[src/rtl/ex_wb_skid_if.sv]
// Handshake, writeback and forwarding bundle between execute, the EX/WB skid buffer and writeback/decode.
interface ex_wb_skid_if #(
    parameter int XLEN  = 32,
    parameter int RF_AW = 5
);
    logic             flush;
    logic             ex_valid;
    logic             ex_ready;
    logic [XLEN-1:0]  ex_result;
    logic [RF_AW-1:0] ex_rd;
    logic             ex_we;
    logic             wb_valid;
    logic             wb_ready;
    logic [XLEN-1:0]  wb_result;
    logic [RF_AW-1:0] wb_rd;
    logic             wb_we;
    logic [RF_AW-1:0] fwd_rs;
    logic             fwd_hit;
    logic [XLEN-1:0]  fwd_data;
    logic [1:0]       occ;

    modport slave (
        input  flush, ex_valid, ex_result, ex_rd, ex_we, wb_ready, fwd_rs,
        output ex_ready, wb_valid, wb_result, wb_rd, wb_we, fwd_hit, fwd_data, occ
    );

    modport master (
        output flush, ex_valid, ex_result, ex_rd, ex_we, wb_ready, fwd_rs,
        input  ex_ready, wb_valid, wb_result, wb_rd, wb_we, fwd_hit, fwd_data, occ
    );
endinterface

[src/rtl/ex_wb_skid.sv]
// Two-entry EX->WB skid buffer; ex_ready depends only on registered occupancy, plus decode bypass lookup.
//
// state | meaning
// EMPTY | no entries, wb_valid=0
// ONE   | one entry at head
// FULL  | two entries, ex_ready=0
module ex_wb_skid #(
    parameter int XLEN  = 32,
    parameter int RF_AW = 5
) (
    input  logic         clk,
    input  logic         rst,
    ex_wb_skid_if.slave  bus_io
);
    localparam logic [1:0] EMPTY = 2'd0;
    localparam logic [1:0] ONE   = 2'd1;
    localparam logic [1:0] FULL  = 2'd2;

    logic [1:0]       state_q, state_d;
    logic             head_q, head_d;
    logic             tail_q, tail_d;
    logic [XLEN-1:0]  res_q [2];
    logic [RF_AW-1:0] rd_q  [2];
    logic [1:0]       we_q;

    logic             ex_ready_w;
    logic             wb_valid_w;
    logic             push;
    logic             pop;
    logic             store_we;
    logic             young;
    logic             match_head;
    logic             match_young;
    logic             fwd_hit_w;

    assign ex_ready_w = (state_q != FULL);
    assign wb_valid_w = (state_q != EMPTY);
    assign push       = bus_io.ex_valid & ex_ready_w;
    assign pop        = wb_valid_w & bus_io.wb_ready;
    assign store_we   = bus_io.ex_we & (bus_io.ex_rd != '0);

    always_comb begin
        state_d = state_q;
        head_d  = head_q;
        tail_d  = tail_q;
        if (push) tail_d = ~tail_q;
        if (pop)  head_d = ~head_q;
        case (state_q)
            EMPTY: if (push) state_d = ONE;
            ONE: begin
                if (push && !pop)      state_d = FULL;
                else if (!push && pop) state_d = EMPTY;
            end
            FULL:    if (pop) state_d = ONE;
            default: state_d = EMPTY;
        endcase
        // Flush wins over everything; a pop this cycle was already presented to writeback.
        if (bus_io.flush) begin
            state_d = EMPTY;
            head_d  = 1'b0;
            tail_d  = 1'b0;
        end
    end

    always_ff @(posedge clk or posedge rst) begin
        if (rst) begin
            state_q <= EMPTY;
            head_q  <= 1'b0;
            tail_q  <= 1'b0;
        end else begin
            state_q <= state_d;
            head_q  <= head_d;
            tail_q  <= tail_d;
        end
    end

    always_ff @(posedge clk or posedge rst) begin
        if (rst) begin
            for (int i = 0; i < 2; i++) begin
                res_q[i] <= '0;
                rd_q[i]  <= '0;
            end
            we_q <= '0;
        end else if (push && !bus_io.flush) begin
            res_q[tail_q] <= bus_io.ex_result;
            rd_q[tail_q]  <= bus_io.ex_rd;
            we_q[tail_q]  <= store_we;
        end
    end

    assign bus_io.ex_ready  = ex_ready_w;
    assign bus_io.wb_valid  = wb_valid_w;
    assign bus_io.wb_result = wb_valid_w ? res_q[head_q] : '0;
    assign bus_io.wb_rd     = wb_valid_w ? rd_q[head_q]  : '0;
    assign bus_io.wb_we     = wb_valid_w & we_q[head_q];
    assign bus_io.occ       = state_q;

    // The younger entry only exists when full; it shadows the head on an rd match.
    assign young       = ~head_q;
    assign match_head  = wb_valid_w & we_q[head_q] & (rd_q[head_q] == bus_io.fwd_rs);
    assign match_young = (state_q == FULL) & we_q[young] & (rd_q[young] == bus_io.fwd_rs);
    assign fwd_hit_w   = (bus_io.fwd_rs != '0) & (match_head | match_young);

    assign bus_io.fwd_hit  = fwd_hit_w;
    assign bus_io.fwd_data = !fwd_hit_w  ? '0 :
                             match_young ? res_q[young] : res_q[head_q];
endmodule

[src/flat_wrapper.sv]
// flat-port wrapper written by rule: the top's interface ports become plain ports
module ex_wb_skid_flat 
#(
    parameter int XLEN  = 32,
    parameter int RF_AW = 5
)
  (clk, rst, bus_io_flush, bus_io_ex_valid, bus_io_ex_result, bus_io_ex_rd, bus_io_ex_we, bus_io_wb_ready, bus_io_fwd_rs, bus_io_ex_ready, bus_io_wb_valid, bus_io_wb_result, bus_io_wb_rd, bus_io_wb_we, bus_io_fwd_hit, bus_io_fwd_data, bus_io_occ);
  ex_wb_skid_if #(.XLEN(XLEN), .RF_AW(RF_AW)) bus_io_i ();
  input  logic clk;
  input  logic rst;
  input wire logic [$bits(bus_io_i.flush)-1:0] bus_io_flush;
  input wire logic [$bits(bus_io_i.ex_valid)-1:0] bus_io_ex_valid;
  input wire logic [$bits(bus_io_i.ex_result)-1:0] bus_io_ex_result;
  input wire logic [$bits(bus_io_i.ex_rd)-1:0] bus_io_ex_rd;
  input wire logic [$bits(bus_io_i.ex_we)-1:0] bus_io_ex_we;
  input wire logic [$bits(bus_io_i.wb_ready)-1:0] bus_io_wb_ready;
  input wire logic [$bits(bus_io_i.fwd_rs)-1:0] bus_io_fwd_rs;
  output wire logic [$bits(bus_io_i.ex_ready)-1:0] bus_io_ex_ready;
  output wire logic [$bits(bus_io_i.wb_valid)-1:0] bus_io_wb_valid;
  output wire logic [$bits(bus_io_i.wb_result)-1:0] bus_io_wb_result;
  output wire logic [$bits(bus_io_i.wb_rd)-1:0] bus_io_wb_rd;
  output wire logic [$bits(bus_io_i.wb_we)-1:0] bus_io_wb_we;
  output wire logic [$bits(bus_io_i.fwd_hit)-1:0] bus_io_fwd_hit;
  output wire logic [$bits(bus_io_i.fwd_data)-1:0] bus_io_fwd_data;
  output wire logic [$bits(bus_io_i.occ)-1:0] bus_io_occ;
  assign bus_io_i.flush = bus_io_flush;
  assign bus_io_i.ex_valid = bus_io_ex_valid;
  assign bus_io_i.ex_result = bus_io_ex_result;
  assign bus_io_i.ex_rd = bus_io_ex_rd;
  assign bus_io_i.ex_we = bus_io_ex_we;
  assign bus_io_i.wb_ready = bus_io_wb_ready;
  assign bus_io_i.fwd_rs = bus_io_fwd_rs;
  assign bus_io_ex_ready = bus_io_i.ex_ready;
  assign bus_io_wb_valid = bus_io_i.wb_valid;
  assign bus_io_wb_result = bus_io_i.wb_result;
  assign bus_io_wb_rd = bus_io_i.wb_rd;
  assign bus_io_wb_we = bus_io_i.wb_we;
  assign bus_io_fwd_hit = bus_io_i.fwd_hit;
  assign bus_io_fwd_data = bus_io_i.fwd_data;
  assign bus_io_occ = bus_io_i.occ;
  ex_wb_skid #(.XLEN(XLEN), .RF_AW(RF_AW)) u_core (.clk(clk), .rst(rst), .bus_io(bus_io_i));
endmodule
[config.mk]
export PLATFORM = sky130hd
export DESIGN_NAME = ex_wb_skid_flat
export DESIGN_NICKNAME = d
export VERILOG_FILES = /design/src/rtl/ex_wb_skid_if.sv /design/src/rtl/ex_wb_skid.sv /design/src/flat_wrapper.sv
export SDC_FILE = /design/constraint.sdc
export NUM_CORES = 1
export LEC_CHECK = 0
export ABC_AREA = 1
export ABC_CLOCK_PERIOD_IN_PS = 2900
export BUFFER_PORTS_ARGS = -buffer_cell sky130_fd_sc_hd__buf_2
export CORE_UTILIZATION = 45
export CTS_CLUSTER_DIAMETER = 200
export CTS_CLUSTER_SIZE = 30
export DETAILED_ROUTE_END_ITERATION = 6
export GPL_TIMING_DRIVEN = 1
export HOLD_SLACK_MARGIN = 0.05
export PLACE_DENSITY = 0.77
export SKIP_CTS_REPAIR_TIMING = 1
export SLEW_MARGIN = 5
export SYNTH_ARGS = -nofsm -noshare
export SYNTH_HDL_FRONTEND = slang
export SYNTH_SLANG_ARGS = --single-unit
[constraint.sdc]
create_clock -name clk -period 2.9 [get_ports clk]
set_input_delay 0.58 -clock clk [delete_from_list [all_inputs] [get_ports clk]]
set_output_delay 0.58 -clock clk [all_outputs]
set_load 0.05 [all_outputs]
==> results of run 1 <==
==> cells in the final DEF (no fill, tap or decap), types with 2 or more instances in the layout <==
master	n
clkbuf_16	9
nand2_1	259
clkbuf_1	2
nand3_1	13
dfrtp_1	79
buf_2	89
buf_8	2
inv_1	91
nor2_4	18
or2_2	2
buf_12	3
nand2_8	5
buf_6	22
nor2_2	35
buf_4	22
o21ai_0	145
clkinvlp_4	2
nand4_1	36
nand3_2	4
nor2_1	19
a21oi_1	7
==> cell usage after synthesis <==
master,number,area share
nand2_2,1,0.0012
buf_6,5,0.011
nand3_2,1,0.0020
buf_4,1,0.0015
buf_1,1,0.00074
nor3_1,1,0.00098
inv_1,93,0.069
or2_2,2,0.0025
clkbuf_1,23,0.017
ha_1,1,0.0025
nor2_4,2,0.0044
nand2_1,259,0.19
nor2_1,40,0.029
dfrtp_1,80,0.39
buf_2,22,0.022
o21ai_0,145,0.14
nand3_1,17,0.017
nand2_4,1,0.0022
nor2_2,30,0.037
nand4_1,36,0.044
a21oi_1,7,0.0069
o211ai_1,1,0.0015
inv_4,1,0.0012
==> layout make-up <==
cell class / instances / area [µm²] / area share
multi-input combinational: 548 / 2723 / 0.4177
sequential: 80 / 2003 / 0.3073
timing repair buffer: 139 / 955.9 / 0.1466
tap: 140 / 175.2 / 0.02687
clock buffer: 12 / 246.5 / 0.03781
inverter: 94 / 361.6 / 0.05547
clock inverter: 4 / 53.80 / 0.008253
==> metal layers <==
metal,vias to the layer above,share of wire,GRT usage
met5,-,0,0
met4,0,0.0098,0.06853
met3,12,0.055,0.02592
met2,165,0.49,0.3958
met1,2382,0.45,0.3203
li1,2647,-,-
==> cells by family after synthesis <==
group | count (synthesis)
and+or+nand+nor | 390
AOI/OAI and AO/OA | 153
buffers and inverters | 146
DFF | 80
adders and majority gates | 1
==> flip-flops by register name, indices dropped and copies added (netlist names) <==
name,count
u_core.rd_q,10
u_core.res_q,64
u_core.tail_q,1
u_core.we_q,2
u_core.bus_io.occ,2
u_core.head_q,1
==> report_power, final <==
part           switching [W]  internal [W]
Combinational        0.00180      0.000683
Sequential          0.000218       0.00143
Clock               0.000439      0.000693
Total                0.00246       0.00281
==> worst paths after layout <==
| kind | start | to | cells past startpoint |
|---|---|---|---|
| hold / removal | rst | u_core.res_q[12] | 2 |
| min in group clk | u_core.res_q[57] | u_core.res_q[57] | 2 |
| max in group asynchronous | rst | u_core.head_q | 3 |
| setup reg to reg | u_core.bus_io.occ[0] | u_core.bus_io.occ[1] | 9 |
| setup / recovery | u_core.head_q | bus_io_fwd_data[26] | 11 |
| hold reg to reg | u_core.res_q[57] | u_core.res_q[57] | 2 |
==> metrics by stage <==
stage / setup WS [ps] / cell area [µm²] / util
floorplan: -176.1 / 5137 / -
global placement: 289.9 / 5834 / 0.5335
detailed placement: 244.7 / 5834 / 0.5335
CTS: -116.9 / 6135 / 0.5610
global route: -20.94 / 6519 / 0.5961
finish: 77.10 / 6519 / 0.5961
==> results by group, run 1 <==
Status
  – Outcome: finished, final reports clean

Floorplanning
  – Die ar.: around 12,000 µm²
  – Core area: around 11,000 µm²
  – Die height: around 110 µm
  – Initial Util: 0.4654
  – Die width: around 110 µm
  – I/O Pins: 123
  – Site row count: 38

Drt
  – Via-per-instance ratio: approximately 5.1
  – Via count: between 5,000 and 6,000
  – WL final: ~14 mm
  – WL/cell: between 10 and 15 µm
  – ANT nets after route: 0
  – DRT iter0 DRCs: 256
  – DRT Pass-1 Iters: 5
  – Drt drc: 0

Setup path
  – CP Class: reg -> out
  – Worst-path fanout max: 24
  – Crit end category: primary output
  – Crit path buffers/inverters: 2
  – Worst path cell trace: buf_8 -> nand2_1 -> nand2_1 -> nand2_1 -> nand2_1 -> nor2_1 -> nand3_2 -> nand2_8 -> nand2_8 -> nor2_2 -> buf_4
  – Setup slack, reg-to-reg: 960 ps
  – Crit-path most repeated cell: nand2_1
  – Required @ worst endpoint: ~2300 ps
  – CP Launch Type: register
  – Slowest stage cell, crit path: dfrtp_2
  – Family with the most delay on the worst path: simple AND/OR/NAND/NOR gates
  – WP data arrival: around 2200 ps
  – CP max stage delay: 470 ps

Logic synthesis
  – Seq/Total Area, Yosys: 0.3933
  – Xor and xnor area share after synthesis: 0
  – Mux contribution to synthesized area: 0
  – Post-synth cell types: 23
  – Synth Register Bits: 80
  – Syn_area_per_cell: 6.610 µm²
  – Post-synthesis net count: around 820
  – Synth Area in Compound Gates: 0.1509
  – Cell Area, Synth: 5090 µm²
  – YS warnings: 0
  – Post-synthesis cell count: a little under 800
  – Largest family of logic cells by synthesized area: simple AND/OR/NAND/NOR gates
  – Post-synthesis adder-cell area fraction: 0.002458
  – Simple-Gate Fraction of Synth Area: 0.3316

Place
  – RePlAce Congestion: ~0.81
  – IO Port Bufs: 122
  – Dpl hpwl: ~9.0 mm
  – Dpl cells: 996

STA
  – Fin. Hold Viols: 0
  – Fin crit period: 2823 ps
  – Least-Margin Pin Slew: slightly below 700 ps
  – Relative max-transition margin: 0.5424
  – Period utilisation layout: 0.9734
  – Final setup viols: 0
  – Clk_skew: between 8 and 9 ps
  – Achievable Freq: approximately 350 MHz
  – Fin. max-slew vios: 0
  – Worst hold slack: 336.6 ps
  – Setup TNS: 0 ps

Power and ir drop
  – Pwr dens: just over 800 nW/µm²
  – Max IR drop VDD: 0.3742 mV
  – Leak: between 3 and 4 nW
  – Pwr Total: about 0.0053 W

GRT
  – First-pass GRT wire length: ~22 mm
  – Grt total ovfl: 0
  – Initial antenna violation count: 0
  – Largest net degree at the start of global routing: 71
  – Vias in the first global route: between 4,000 and 5,000
  – Global Route Usage Sum: 0.2356

Clocking
  – CTS buffer count: 9
  – H-tree depth: 3
  – Worst skew pair latency: about 330 ps
  – Clock buffer depth: 2
  – Clock transition at path regs: around 60 ps
  – Root Buffer: clkbuf_16
  – CTS tree: done
  – Sink count of the clock tree: 80

Hold path
  – Hold Path Class: in -> async

Finish
  – Nets: about 900
  – Fillers: around 1,100
  – Finished Layout Cells: ~1,000
  – Share of cells above drive strength 1: 0.2543
  – Area grow syn2layout: 28.07%
  – Antenna cells: 0

Run
  – Max Cap Viol: 0
No activity file was read; power rests on OpenSTA's default activity.
==> inputs of run 2 (changes only) <==
--- a/config.mk
+++ b/config.mk
@@ -14,7 +14,7 @@
 export DETAILED_ROUTE_END_ITERATION = 6
 export GPL_TIMING_DRIVEN = 1
 export HOLD_SLACK_MARGIN = 0.05
-export PLACE_DENSITY = 0.77
+export PLACE_DENSITY = 0.69
 export SKIP_CTS_REPAIR_TIMING = 1
 export SLEW_MARGIN = 5
 export SYNTH_ARGS = -nofsm -noshare
==> constraint.sdc (replaced) <==
create_clock -name clk -period 2.9 [get_ports clk]
set_input_delay 0.58 -clock clk [delete_from_list [all_inputs] [get_ports clk]]
set_output_delay 0.58 -clock clk [all_outputs]
set_load 0.005 [all_outputs]
==> results by group, run 2 (synthesized netlist as in run 1, its figures left out) <==
Status
  – Outcome: finished, final reports clean

Setup path
  – Family with the most delay on the worst path: simple AND/OR/NAND/NOR gates
  – Reg-to-reg critical path endpoint: u_core.bus_io.occ[0]
  – Crit end category: primary output
  – Crit path buffers/inverters: 3 (+1)
  – CP max stage delay: 490 ps (+20 ps)
  – Setup slack, reg-to-reg: 730 ps (-230 ps)
  – RR Startpoint: u_core.bus_io.occ[0]
  – Required @ worst endpoint: 2320 ps (about the same)
  – Crit-path most repeated cell: nand2_1
  – CP Class: reg -> out
  – Worst path cell trace: buf_4 -> nand2_1 -> nand2_1 -> nand2_1 -> nand2_1 -> nor2_4 -> nand3_2 -> buf_4 -> nand2_1 -> nand2_1 -> nor2_2 -> buf_2
  – Worst-path fanout max: 16 (-33%)
  – Slowest stage cell, crit path: dfrtp_2
  – Worst reg2reg path depth: 10 (+1)
  – CP Launch Type: register
  – WP data arrival: 2180 ps (-60 ps)

Floorplanning
  – Die ar.: 11,740 µm² (unchanged)
  – I/O Pins: 123 (unchanged)
  – Core area: 10,940 µm² (unchanged)
  – Initial Util: 0.4654 (unchanged)
  – Die height: 108.4 µm (unchanged)
  – Die width: 108.4 µm (unchanged)
  – Site row count: 38 (unchanged)

GRT
  – Initial antenna violation count: 0 (unchanged)
  – Vias in the first global route: 4,788 (+1.3%)
  – Global Route Usage Sum: 0.2481 (+0.01248)
  – Largest net degree at the start of global routing: 69 (-2.8%)
  – Grt total ovfl: 0 (unchanged)
  – First-pass GRT wire length: 22.85 mm (+3.9%)

Power and ir drop
  – Pwr Total: 0.004571 W (-13%)
  – Sequential share of power: 0.363 (+0.050)
  – Pwr dens: 743.1 nW/µm² (-8.0%)
  – Cell Int Power: 0.002779 W (-1.0%)
  – Max IR drop VDD: 0.2953 mV (-21%)
  – Comb power frac: 0.391 (-0.081)
  – Switch share: 0.3920 (-0.07468)
  – Leak: 3.446 nW (about the same)
  – Clk network pwr share: 0.246 (+0.031)
  – P_sw: 0.001792 W (-27%)

Run
  – Max Cap Viol: 0 (unchanged)

Clocking
  – Clock buffer depth: 2 (unchanged)
  – Worst skew pair latency: 330 ps (about the same)
  – Root Buffer: clkbuf_16
  – CTS tree: done
  – H-tree depth: 3 (unchanged)
  – Clock transition at path regs: 60 ps (about the same)
  – Sink count of the clock tree: 80 (unchanged)
  – CTS buffer count: 9 (unchanged)

STA
  – Fin. Hold Viols: 0 (unchanged)
  – Setup TNS: 0 ps (unchanged)
  – Setup ws final: 137.5 ps (+60.38 ps)
  – RSZ-0062 raised after global routing: true
  – Clk_skew: 6.867 ps (-1.368 ps)
  – Worst hold slack: 249.3 ps (-87.33 ps)
  – Final setup viols: 0 (unchanged)
  – Relative max-transition margin: 0.5630 (+0.02065)
  – Period utilisation layout: 0.9526 (-0.02082)
  – Fin. max-slew vios: 0 (unchanged)
  – Fin crit period: 2763 ps (-60.38 ps)
  – Achievable Freq: 362.0 MHz (+2.2%)
  – Least-Margin Pin Slew: 655.5 ps (-30.18 ps)

Hold path
  – Hold Path Class: in -> async

Drt
  – WL final: 14.16 mm (+0.65%)
  – Drt drc: 0 (unchanged)
  – Via count: 5,284 (+1.5%)
  – WL/cell: 13.90 µm (+0.46%)
  – DRT iter0 DRCs: 399 (+56%)
  – ANT nets after route: 0 (unchanged)
  – Via-per-instance ratio: 5.185 (+1.3%)
  – DRT Pass-1 Iters: 5 (unchanged)

Finish
  – Share of cells above drive strength 1: 0.2264 (-0.02788)
  – Antenna cells: 0 (unchanged)
  – Area grow syn2layout: 20.87%
  – Biggest regs: u_core.res_q (64), u_core.rd_q (10)
  – Fillers: 1,055 (-1.0%)
  – Largest register by flop count: u_core.res_q
  – Max FFs per register: 64 (unchanged)
  – Commonest non-fill, non-tap cells in the layout: nand2_1, o21ai_0, buf_2, inv_1, dfrtp_1
  – Finished Layout Cells: 1,019 (+0.20%)
  – Nets: 923 (+0.22%)
  – Most common cell after layout, fill and taps aside: nand2_1

Place
  – Worst slack, placed: 281.6 ps (+36.93 ps)
  – IO Port Bufs: 122 (unchanged)
  – Dpl cells: 996 (unchanged)
  – Dpl hpwl: 9.109 mm (+1.6%)
  – RePlAce Congestion: 0.8203 (+1.2%)
[run 2: metal layers]
metal | GRT usage | share of wire
met5 | 0 | 0
met3 | 0.04581 | 0.067
met1 | 0.3247 | 0.45
met4 | 0.07819 | 0.013
met2 | 0.4154 | 0.47
[run 2: metrics by stage]
| stage | utilization | instance area [µm²] |
|---|---|---|
| 6_report | 0.5626 | 6152 |
| 5_1_grt | 0.5626 | 6152 |
| 4_1_cts | 0.5548 | 6067 |
| 3_5_place_dp | 0.5280 | 5774 |
| 3_3_place_gp | 0.5280 | 5774 |
| 2_1_floorplan | - | 5090 |
[run 2: how the worst max path moves through the flow]
stage                        from              endpoint  slack (ps)  cells after the start
finish              u_core.head_q    bus_io_fwd_data[2]         140                     12
global route        u_core.head_q    bus_io_fwd_data[0]         -30                     11
CTS                 u_core.head_q    bus_io_fwd_data[0]         -70                     10
detailed placement  u_core.head_q    bus_io_fwd_data[0]         280                     10
global placement    u_core.head_q   bus_io_fwd_data[31]         410                     11
floorplan                     rst  u_core.bus_io.occ[0]         270                      1
[run 2: power groups by stage]
stage / Clock, W / Combinational, W / Sequential, W
2_1_floorplan: 0 / 0.00126 / 0.00160
3_3_place_gp: 0 / 0.00171 / 0.00165
6_report: 0.00113 / 0.00179 / 0.00166
3_5_place_dp: 0 / 0.00174 / 0.00167
5_1_grt: 0.00120 / 0.00206 / 0.00170
4_1_cts: 0.00115 / 0.00176 / 0.00166
[run 2: cell type report]
| cell class | count | area, µm² | share of cell area |
|---|---|---|---|
| Clock buffer | 14 | 254.0 | 0.04129 |
| Clock inverter | 2 | 38.79 | 0.006305 |
| Inverter | 94 | 359.1 | 0.05837 |
| Multi-Input combinational cell | 545 | 2517 | 0.4092 |
| Sequential cell | 80 | 2003 | 0.3256 |
| Tap cell | 140 | 175.2 | 0.02847 |
| Timing Repair Buffer | 144 | 804.5 | 0.1308 |
